[src/rtl/reg_file_mp.sv]
// Multi-port integer register file with x0 hard-wired to zero and a per-register
// pending-write counter that drives RAW busy flags for the issue stage.
module reg_file_mp #(
    parameter int XLEN   = 32,
    parameter int NREGS  = 32,
    parameter int NRD    = 2,
    parameter int NWR    = 2,
    parameter int BYPASS = 1,
    parameter int CW     = 2,
    localparam int AW    = $clog2(NREGS)
) (
    input  logic                clk,
    input  logic                rst_n,
    input  logic [NWR-1:0]      wr_en,
    input  logic [NWR*AW-1:0]   wr_addr,
    input  logic [NWR*XLEN-1:0] wr_data,
    input  logic [NRD*AW-1:0]   rd_addr,
    output logic [NRD*XLEN-1:0] rd_data,
    output logic [NRD-1:0]      rd_busy,
    input  logic                iss_en,
    input  logic [AW-1:0]       iss_addr,
    output logic                iss_ready,
    input  logic                flush
);

    localparam int NW = $clog2(NWR + 1);
    localparam int SW = CW + NW;

    logic [XLEN-1:0] rf_reg   [NREGS];
    logic [CW-1:0]   cnt_reg  [NREGS];
    logic [CW-1:0]   cnt_dec  [NREGS];
    logic [CW-1:0]   cnt_next [NREGS];
    logic [NW-1:0]   n_wr     [NREGS];
    logic            iss_hit  [NREGS];

    // A same-cycle writeback deliberately does not raise iss_ready.
    assign iss_ready = (iss_addr == '0) || (cnt_reg[iss_addr] != {CW{1'b1}});

    always_comb begin
        for (int r = 0; r < NREGS; r++) begin
            n_wr[r] = '0;
            for (int k = 0; k < NWR; k++) begin
                if (wr_en[k] && (wr_addr[k*AW +: AW] == AW'(r)))
                    n_wr[r] = n_wr[r] + NW'(1);
            end
            cnt_dec[r] = (SW'(cnt_reg[r]) > SW'(n_wr[r])) ?
                         CW'(SW'(cnt_reg[r]) - SW'(n_wr[r])) : '0;
            iss_hit[r] = iss_en && iss_ready && (iss_addr == AW'(r)) && (r != 0);
            if (r == 0)
                cnt_next[r] = '0;
            else if (flush)
                cnt_next[r] = CW'(iss_hit[r]);
            else
                cnt_next[r] = cnt_dec[r] + CW'(iss_hit[r]);
        end
    end

    always_ff @(posedge clk) begin
        if (!rst_n) begin
            for (int r = 0; r < NREGS; r++) begin
                rf_reg[r]  <= '0;
                cnt_reg[r] <= '0;
            end
        end else begin
            // Ascending port order so the highest-index port wins a conflict.
            for (int k = 0; k < NWR; k++) begin
                if (wr_en[k] && (wr_addr[k*AW +: AW] != '0))
                    rf_reg[wr_addr[k*AW +: AW]] <= wr_data[k*XLEN +: XLEN];
            end
            for (int r = 0; r < NREGS; r++)
                cnt_reg[r] <= cnt_next[r];
        end
    end

    genvar gi;
    generate
        for (gi = 0; gi < NRD; gi++) begin : g_rd
            logic [AW-1:0]   addr;
            logic [XLEN-1:0] data;
            logic            busy;

            assign addr = rd_addr[gi*AW +: AW];

            always_comb begin
                data = rf_reg[addr];
                if (BYPASS != 0) begin
                    for (int k = 0; k < NWR; k++) begin
                        if (wr_en[k] && (wr_addr[k*AW +: AW] == addr))
                            data = wr_data[k*XLEN +: XLEN];
                    end
                end
                if (addr == '0)
                    data = '0;
                if (BYPASS != 0)
                    busy = (addr != '0) && (cnt_dec[addr] != '0);
                else
                    busy = (addr != '0) && (cnt_reg[addr] != '0);
            end

            assign rd_data[gi*XLEN +: XLEN] = data;
            assign rd_busy[gi]              = busy;
        end
    endgenerate

endmodule
[config.mk]
export PLATFORM = sky130hd
export DESIGN_NAME = reg_file_mp
export DESIGN_NICKNAME = d
export VERILOG_FILES = /design/src/rtl/reg_file_mp.sv
export SDC_FILE = /design/constraint.sdc
export NUM_CORES = 2
export LEC_CHECK = 0
export CAP_MARGIN = 20
export CORE_MARGIN = 8
export CORE_UTILIZATION = 50
export CTS_BUF_LIST = sky130_fd_sc_hd__clkbuf_4 sky130_fd_sc_hd__clkbuf_8
export CTS_CLUSTER_SIZE = 20
export DETAILED_ROUTE_END_ITERATION = 6
export HOLD_SLACK_MARGIN = 0.02
export PLACE_DENSITY_LB_ADDON = 0.05
export SLEW_MARGIN = 0
export SYNTH_ARGS = -nofsm -noshare
export SYNTH_HDL_FRONTEND = slang
export SYNTH_SLANG_ARGS = --single-unit
export TNS_END_PERCENT = 20
[constraint.sdc]
create_clock -name clk -period 5.2 [get_ports clk]
set_input_delay 0.52 -clock clk [delete_from_list [all_inputs] [get_ports clk]]
set_output_delay 0.52 -clock clk [all_outputs]
set_load 0.02 [all_outputs]
==> flow_metrics.tcl <==
set metrics [dict create \
    critical_path.startpoint_type "input pin" \
    grt_pass1_wl_um 431000 \
    cts_buffers 193 \
    gp_congestion 0.941 \
    cts_hold_buffers 0 \
    fin_worst_skew_ns 0.0176 \
    power_frac_comb_pct 16.5 \
    worstPathArrival_ns 4.63 \
    crit_chain "clkdlybuf4s50_1 > buf_4 > buf_4 > xor2_1 > nor4_1 > buf_4 > a21oi_4 > buf_4 > o21ai_0 > o21ai_0 > clkdlybuf4s50_1" \
    ir_worst_vdd_mv 0.194 \
    synth_area_um2 68400 \
    syn_avg_cell_area_um2 11.6 \
    clockPowerShare_pct 36.8 \
    relSlewSlack_pct 19.3 \
    r2r_end "cnt_reg[28][0]" \
    vias 59000 \
    synth_edf_count 1024 \
    ys_ff_latch 1086 \
    tightest_slew_ns 1.21 \
    final_nets 6163 \
    hpwl_um 190000 \
    startpoint "wr_addr[6]" \
    hp-class "in -> reg" \
    rrSetupSlack_ns 2.10 \
    hold_depth 4 \
    rsz0062_at_grt "no" \
    reg2regPathDepth 8 \
    crit_top_cell "buf_4" \
    clkLatencyLatePin_ns 0.94 \
    largest_reg_flops 1024 \
    tns_ns 0 \
    drv_cap 0 \
    p_sw_share_pct 29.5 \
    setup_viol 0 \
    period_share_pct 99.1 \
    drt-initial-drc-count 9798 \
    p_int_w 0.0156 \
    fmax_ghz 0.194 \
    power.leakage_nw 27.3 \
    die_area_um2 149000 \
    seqPwrFrac_pct 46.7 \
    ys.flop_type "edfxtp_1" \
    rows 135 \
    wire_per_inst_um 40.0 \
    crit_slowest_cell "a21oi_4" \
    dr.pass1.iters 6 \
    areaGrowthSynthToFinish_pct 12.7 \
    clock_path_buffers 3 \
    end_kind "output port" \
    core_um2 136000 \
    post-place-ws_ns -0.122 \
    wirelength_um 314000 \
    port-buffer-count 161 \
    initial_core_util_pct 50.4 \
    layout_setup_ws_ns 0.0479 \
    hp-start "wr_data[15]" \
    antenna_left 0 \
    num_io_pins 162 \
    path_class "in -> out" \
    cts_tree "done" \
    maxSlewViolCount 0 \
    critical-path-max-stage-delay_ns 0.92 \
    fillCellCount 11300 \
    grt_pass1_vias 55900 \
    min_to "rf_reg[8][15]" \
    drc 0 \
    grt_max_degree 89 \
    cp_max_fo 15 \
    period_minus_slack_ns 5.15 \
    mostFrequentLayoutCell "edfxtp_1" \
    whs_ns 0.462 \
    final_cell_mix "edfxtp_1 (1024), a22o_1 (780), nand2_1 (661), mux2i_1 (454), buf_4 (372)" \
    netlist_instances 5903 \
    gr-total-overflow 0 \
    htree_levels 4 \
    cts_sinks 1086 \
    via_per_inst 7.50 \
    synthArstFlopShare_pct 0 \
    seq_area_frac_synth_pct 46.8 \
    clockRootBuffer "clkbuf_8" \
    synth_cell_types 70 \
    die_y_um 386 \
    clk_pin_slew_ns 0.07 \
    net-switching-power_w 0.00654 \
    layout-drive-gt1-share_pct 19.8 \
    groute.usage.overall_pct 40.9 \
    critPathRequiredTime_ns 4.68 \
    yosys_warnings 0 \
    outcome "completed" \
    antenna_found_initial 11 \
    hold_viol 0 \
    r2r_start "cnt_reg[31][1]" \
    die_w_um 386 \
    power_density_nw_per_um2 287 \
]
[per-stage QoR]
step	area, um2	instances	util [%]	total power [W]
floorplan	68500	5934	-	0.0125
global placement	73200	7497	54.0	0.0140
detailed placement	73300	7499	54.0	0.0140
CTS	77100	7851	56.8	0.0220
global route	77100	7855	56.8	0.0226
finish	77100	7864	56.8	0.0221
[worst max-delay path: cells and delay by family]
family / cells / cell delay, ns
xor+xnor: 1 / 0.15
buf+inv: 6 / 2.26
compound gates: 3 / 1.59
simple gates: 1 / 0.08
[worst max path at each step]
| stage | to | slack, ns | cells past startpoint |
|---|---|---|---|
| 6_report | rd_data[38] | 0.05 | 11 |
| 2_1_floorplan | rd_busy[1] | 0.95 | 15 |
| 4_1_cts | rd_busy[0] | 0.08 | 16 |
| 5_1_grt | rd_busy[1] | 0.006 | 18 |
| 3_5_place_dp | rd_busy[1] | -0.12 | 14 |
| 3_3_place_gp | rd_busy[1] | -0.1 | 14 |
[cell usage after synthesis, drive strengths merged, types with 117 or more instances]
| cell | n | share of area, % |
|---|---|---|
| edfxtp | 1024 | 45 |
| a22o | 780 | 10 |
| nand2 | 661 | 3.6 |
| clkbuf | 568 | 3.1 |
| mux2i | 454 | 6.6 |
| mux4 | 323 | 11 |
| o21ai | 312 | 2.3 |
| nor2 | 223 | 1.2 |
| a22oi | 213 | 2.3 |
| buf | 203 | 1.4 |
| ha | 124 | 2.3 |
| inv | 117 | 0.64 |
[kinds of logic after synthesis]
| family | count (synthesis) | share of synthesized area [%] |
|---|---|---|
| multiplexers | 826 | 18.1 |
| flip-flops | 1086 | 46.8 |
| buffers and inverters | 888 | 5.18 |
| AND/OR/NAND/NOR | 1250 | 8.07 |
| other | 1 | 0.00548 |
| AO/OA/AOI/OAI | 1646 | 18.0 |
| adder cells (fa/ha/maj) | 155 | 3.18 |
| XOR/XNOR | 51 | 0.653 |
[power groups by stage]
stage / combinational (W) / sequential, W / clock, W
6_report: 0.00365 / 0.0103 / 0.00815
5_1_grt: 0.00371 / 0.0104 / 0.00851
4_1_cts: 0.00353 / 0.0103 / 0.00813
3_5_place_dp: 0.00352 / 0.0105 / 0
3_3_place_gp: 0.00351 / 0.0105 / 0
2_1_floorplan: 0.00206 / 0.0104 / 0
[layer usage]
layer	global-route usage (%)	wire length, um	vias up
met3	13.8	46200	1310
li1	-	-	23000
met4	24.9	22900	4
met5	0.330	23	-
met1	52.9	113000	29200
met2	59.2	132000	5531
[area by class of cell]
class | instances | area [um2] | area share, %
well taps | 1781 | 2230 | 2.89
clock buffers | 252 | 3140 | 4.07
flip-flops and latches | 1086 | 32000 | 41.5
inverters | 117 | 439 | 0.570
clock inverters | 100 | 633 | 0.821
diodes | 13 | 32.5 | 0.0422
multi-input cells | 3960 | 33600 | 43.6
repair buffers | 555 | 5050 | 6.55
[what timing repair did]
action	in CTS	in global routing
setup endpoints to repair	2	1
setup buffers	0	0
gates resized for setup	2	3
pin swaps	0	0
No activity file was read; power rests on OpenSTA's default activity.
